`src/rtl/count_seq_pkg.sv`:
```
// Shared types for the counter sequencing controller.
package count_seq_pkg;

    typedef enum logic [1:0] {
        IDLE = 2'd0,
        LOAD = 2'd1,
        RUN  = 2'd2,
        HALT = 2'd3
    } state_t;

    localparam logic MODE_WRAP    = 1'b0;
    localparam logic MODE_ONESHOT = 1'b1;

endpackage

```
`src/rtl/conv_req_if.sv`:
```
// Count-change detector feeding the BCD converter over a valid/ready handshake.
module conv_req_if #(
    parameter int WIDTH = 8
) (
    input  logic             clk,
    input  logic             rst,
    input  logic [WIDTH-1:0] count,
    input  logic             conv_ready,
    output logic             conv_valid,
    output logic [WIDTH-1:0] conv_data
);

    logic [WIDTH-1:0] last_sent;

    // Intermediate counts seen while a request is pending are dropped; only
    // the value present at the next issue is sent.
    always_ff @(posedge clk or posedge rst) begin
        if (rst) begin
            conv_valid <= 1'b0;
            conv_data  <= '0;
            last_sent  <= '0;
        end else if (!conv_valid) begin
            if (count != last_sent) begin
                conv_valid <= 1'b1;
                conv_data  <= count;
            end
        end else if (conv_ready) begin
            last_sent  <= conv_data;
            conv_valid <= 1'b0;
        end
    end

endmodule

```
`src/rtl/count_seq_ctrl.sv`:
```
// Sequencer for the loadable counter: load, paced increment, wrap/one-shot
// termination, plus the BCD conversion request path.
import count_seq_pkg::*;

module count_seq_ctrl #(
    parameter int WIDTH = 8,
    parameter int DIV   = 4
) (
    input  logic             clk,
    input  logic             rst,
    input  logic             start,
    input  logic             stop,
    input  logic             mode,
    input  logic [WIDTH-1:0] v,
    input  logic [WIDTH-1:0] limit,
    output logic             cnt_en,
    output logic             cnt_ld,
    output logic [WIDTH-1:0] cnt_ld_val,
    input  logic [WIDTH-1:0] count,
    output logic             conv_valid,
    output logic [WIDTH-1:0] conv_data,
    input  logic             conv_ready,
    output logic             busy,
    output logic             done
);

    // state | meaning
    // IDLE  | waiting for start, counter untouched
    // LOAD  | one cycle of cnt_ld with the captured preload
    // RUN   | prescaler pacing; increment or terminal action on each tick
    // HALT  | one-shot finished, counter parked at limit

    localparam int DIV_W = $clog2(DIV + 1);

    state_t           state;
    logic [WIDTH-1:0] cap_v;
    logic [WIDTH-1:0] cap_limit;
    logic             cap_mode;
    logic [DIV_W-1:0] presc;
    logic             tick;
    logic             at_limit;

    assign tick       = (state == RUN) && (presc == DIV_W'(DIV - 1));
    assign at_limit   = (count == cap_limit);
    assign cnt_ld_val = cap_v;

    // The increment and done must land in the tick cycle itself so the counter
    // is already updated by the next tick, even with DIV = 1; stop masks both.
    assign cnt_en = tick && !at_limit && !stop;
    assign done   = tick && at_limit && (cap_mode == MODE_ONESHOT) && !stop;

    always_ff @(posedge clk or posedge rst) begin
        if (rst) begin
            state     <= IDLE;
            cap_v     <= '0;
            cap_limit <= '0;
            cap_mode  <= MODE_WRAP;
            presc     <= '0;
            cnt_ld    <= 1'b0;
            busy      <= 1'b0;
        end else begin
            case (state)
                IDLE, HALT: begin
                    if (stop) begin
                        state <= IDLE;
                    end else if (start) begin
                        cap_v     <= v;
                        cap_limit <= limit;
                        cap_mode  <= mode;
                        cnt_ld    <= 1'b1;
                        busy      <= 1'b1;
                        state     <= LOAD;
                    end
                end
                LOAD: begin
                    cnt_ld <= 1'b0;
                    presc  <= '0;
                    if (stop) begin
                        busy  <= 1'b0;
                        state <= IDLE;
                    end else begin
                        state <= RUN;
                    end
                end
                RUN: begin
                    if (stop) begin
                        busy  <= 1'b0;
                        state <= IDLE;
                    end else if (tick && at_limit) begin
                        if (cap_mode == MODE_WRAP) begin
                            cnt_ld <= 1'b1;
                            state  <= LOAD;
                        end else begin
                            busy  <= 1'b0;
                            state <= HALT;
                        end
                    end else begin
                        presc <= tick ? '0 : presc + 1'b1;
                    end
                end
                default: state <= IDLE;
            endcase
        end
    end

    conv_req_if #(.WIDTH(WIDTH)) u_conv_req (
        .clk        (clk),
        .rst        (rst),
        .count      (count),
        .conv_ready (conv_ready),
        .conv_valid (conv_valid),
        .conv_data  (conv_data)
    );

endmodule

```
`config.mk`:
```
export PLATFORM = sky130hd
export DESIGN_NAME = count_seq_ctrl
export DESIGN_NICKNAME = d
export VERILOG_FILES = /design/src/rtl/count_seq_pkg.sv /design/src/rtl/conv_req_if.sv /design/src/rtl/count_seq_ctrl.sv
export SDC_FILE = /design/constraint.sdc
export NUM_CORES = 1
export LEC_CHECK = 0
export CAP_MARGIN = 10
export CORE_MARGIN = 2
export CORE_UTILIZATION = 44
export DETAILED_ROUTE_END_ITERATION = 12
export GPL_TIMING_DRIVEN = 0
export HOLD_SLACK_MARGIN = 0.06
export PLACE_DENSITY = 0.74
export REMOVE_ABC_BUFFERS = 1
export SYNTH_ARGS = -nofsm -noshare
export SYNTH_HDL_FRONTEND = slang
export SYNTH_HIERARCHICAL = 1
export SYNTH_SLANG_ARGS = --single-unit
```
`constraint.sdc`:
```
create_clock -name clk -period 1.9 [get_ports clk]
set_input_delay 0.38 -clock clk [delete_from_list [all_inputs] [get_ports clk]]
set_output_delay 0.38 -clock clk [all_outputs]
set_load 0.01 [all_outputs]
```
==> run_results.csv <==
group,metric,value,unit
global_route,grt_pass1_wl,7760,µm
worst_setup_path,crit_family,"simple AND/OR/NAND/NOR gates",
worst_setup_path,worstSetupPathType,"reg2out",
cells_and_area,final_cells,269,
floorplanning,rows,24,
floorplanning,start_util,46.3,%
logic_synthesis,ys_ff_latch,41,
clock_network,cts_inserted_buffers,5,
job,drv_cap,0,
logic_synthesis,synth_warnings,6,
sta,slew_viol_final,0,
power,ir_drop,0.932,mV
logic_synthesis,ys.flop_type,"dfrtp_1",
logic_synthesis,async_flop_share,100,%
global_route,grt_pass1_vias,1563,
worst_hold_path,hold_class,"reg2reg",
global_route,antenna_found_initial,0,
placed_design,place_congestion,0.815,
sta,final.setup_skew,0.00685,ns
placed_design,placed_cells,256,
status,violations,"setup timing",
logic_synthesis,synth_edf_count,0,
floorplanning,die_w,72.1,µm
sta,slew_headroom,34.9,%
clock_network,cts_root_buf,"clkbuf_8",
status,status,"complete, but fails checks",
worst_setup_path,startpoint_type,"flop",
worst_setup_path,worstPathCellList,"xnor2_2 -> nand4_4 -> nor3_2 -> and3_1 -> buf_2",
cells_and_area,mostFrequentLayoutCells,"dfrtp_1, clkdlybuf4s50_1, mux2_2",
cells_and_area,synthToLayoutAreaGrowth,37.0,%
sta,rsz0062_at_grt,"true",
cells_and_area,finalInstanceArea,0.00280,mm²
clock_network,cts_max_path_buffers,2,
clock_network,numClockSinks,41,
routing,drc,0,
power,power_leakage,1.17,nW
cells_and_area,n_antenna_cell,0,
clock_network,path_clk_slew,0.08,ns
sta,hold_viol_final,0,
global_route,grt_usage,19.6,%
floorplanning,dieArea,0.00520,mm²
power,switching_share,32.7,%
worst_setup_path,cp_max_fo,2,
logic_synthesis,synth_area_per_cell,12.9,µm²
worst_setup_path,crit_path_end_kind,"output port",
clock_network,cts_tree,"built",
floorplanning,die_h,72.1,µm
power,combPwrFrac,43.1,%
power,pwr-share-clk,16.2,%
sta,fin_ws,-0.0297,ns
placed_design,dp_hpwl,3290,µm
worst_setup_path,required,1.52,ns
routing,wl_per_cell,17.0,µm
routing,drtPass1Iterations,4,
placed_design,placed_area,0.00259,mm²
clock_network,htreeDepth,2,
clock_network,clock_latency,0.29,ns
placed_design,io_buffers,50,
power,powerDensity,1250,mW/mm²
global_route,grt_remaining_overflow,0,
cells_and_area,layout_commonest_cell,"dfrtp_1",
routing,wl,4570,µm
worst_setup_path,cp.arrival,1.55,ns
sta,setup_viol_count_final,3,
worst_setup_path,slowest_delay,0.41,ns
global_route,grt_max_degree,25,
routing,drt-initial-drc-count,84,
worst_setup_path,cp_slowest_cell,"dfrtp_1",
sta,post-route-min-period,1.93,ns
logic_synthesis,ys_seq_area_share,50.2,%
floorplanning,core_area,0.00441,mm²
power,power_frac_seq,40.7,%
logic_synthesis,synth.cell_area,0.00204,mm²
sta,post-route-period-util,102,%
routing,viasPerCell,5.37,
cells_and_area,nets,250,
power,p_switching,1.14,mW
logic_synthesis,yosysUniqueCellTypes,40,
cells_and_area,drive_above_1_share,29.5,%
sta,worst_slew_pin_slew,0.976,ns
logic_synthesis,synth_cells,158,
routing,dr_total_vias,1445,
routing,ant_nets,0,
cells_and_area,finish.utilization,63.4,%
sta,max_freq,0.518,GHz
cells_and_area,fillers,326,
power,internal_power,2.36,mW
worst_setup_path,path_buf_inv,1,
floorplanning,io_pins,51,
[metrics by stage]
step | total power, mW | setup WS (ns) | hold WS [ns] | TNS [ns]
2_1_floorplan | 2.23 | 0.0781 | 0.306 | 0
6_report | 3.50 | -0.0297 | 0.504 | -0.0671
4_1_cts | 3.50 | -0.0140 | 0.510 | -0.0140
3_3_place_gp | 2.69 | -0.794 | 0.478 | -12.45
5_1_grt | 3.73 | -0.113 | 0.538 | -0.288
3_5_place_dp | 2.78 | -0.793 | 0.493 | -13.22
[layer usage]
metal  GRT usage, %  up-vias  routed length, µm
met2           33.4       29               2390
met5              0        -                  0
met1           24.5      731               1960
li1               -      679                  -
met4           7.55        0                 75
met3           3.75        6                146
[final timing paths]
path	from	depth (start not counted)	slack, ns	endpoint
hold / removal	cnt_ld_val[7]$_DFFE_PP0P_	1	0.50	cnt_ld_val[7]$_DFFE_PP0P_
hold reg to reg	cnt_ld_val[7]$_DFFE_PP0P_	1	0.50	cnt_ld_val[7]$_DFFE_PP0P_
min in group asynchronous	rst	2	0.53	u_conv_req/last_sent[0]$_DFFE_PP0P_
setup reg to reg	cap_limit[2]$_DFFE_PP0P_	5	-0.03	busy$_DFFE_PP0P_
setup / recovery	cap_limit[0]$_DFFE_PP0P_	5	-0.03	done
max in group asynchronous	rst	2	0.64	cnt_ld_val[3]$_DFFE_PP0P_
[synth_stat cells, types with 2 or more instances]
master     n  area (µm²)
xor2_1     8        70.1
dfrtp_1   41        1030
mux2_4     8         120
or4_1      2        15.0
or3_1      2        12.5
nor2b_1    3        18.8
mux2i_1    2        20.0
a21oi_1    4        20.0
mux2_2    23         259
nor3_1     3        15.0
inv_1      5        18.8
o211ai_1   2        15.0
clkbuf_1   2        7.51
nand3_1    4        20.0
nor4_2     2        25.0
mux2_1     2        22.5
nand2b_1   4        25.0
nand2_1    5        18.8
xnor2_1    7        61.3
a31oi_1    2        12.5
ha_1       3        37.5
nor2_1     4        15.0
o21a_1     3        22.5
[power by group through the flow]
stage          clock (mW)  combinational, mW  sequential [mW]
6_report            0.569               1.51             1.43
3_3_place_gp            0               1.30             1.39
3_5_place_dp            0               1.36             1.42
2_1_floorplan           0              0.793             1.43
4_1_cts             0.584               1.50             1.42
5_1_grt             0.627               1.63             1.47
[area by class of cell]
type                       count  area (µm²)  area share [%]
multi-input combinational    108        1070            38.1
timing repair buffer          56         537            19.2
sequential                    41        1030            36.7
inverter                       5        18.8           0.671
clock buffer                   7        86.3            3.08
tap                           52        65.1            2.32
[kinds of logic after synthesis]
family / count (synthesis) / synth area share [%]
compound gates: 18 / 6.61
mux: 35 / 20.6
simple gates: 36 / 11.6
xor+xnor: 16 / 7.23
fa+ha+maj: 3 / 1.84
buf+inv: 9 / 1.90
flops: 41 / 50.2
[what timing repair did]
action / CTS / global route
buffers inserted: 6 / 0
hold buffers: 0 / 0
hold endpoints to repair: 0 / 0
resized for setup: 37 / 3
pin swaps: 12 / 0
setup endpoints to repair: 28 / 4
[registers in the layout, summed over array words and instances (netlist names)]
| register | count |
|---|---|
| state | 2 |
| u_conv_req/conv_data | 8 |
| u_conv_req/last_sent | 8 |
| cap_mode | 1 |
| cnt_ld | 1 |
| busy | 1 |
| u_conv_req/conv_valid | 1 |
| cap_limit | 8 |
| cnt_ld_val | 8 |
| presc | 3 |
(Power assumes the default switching activity.)
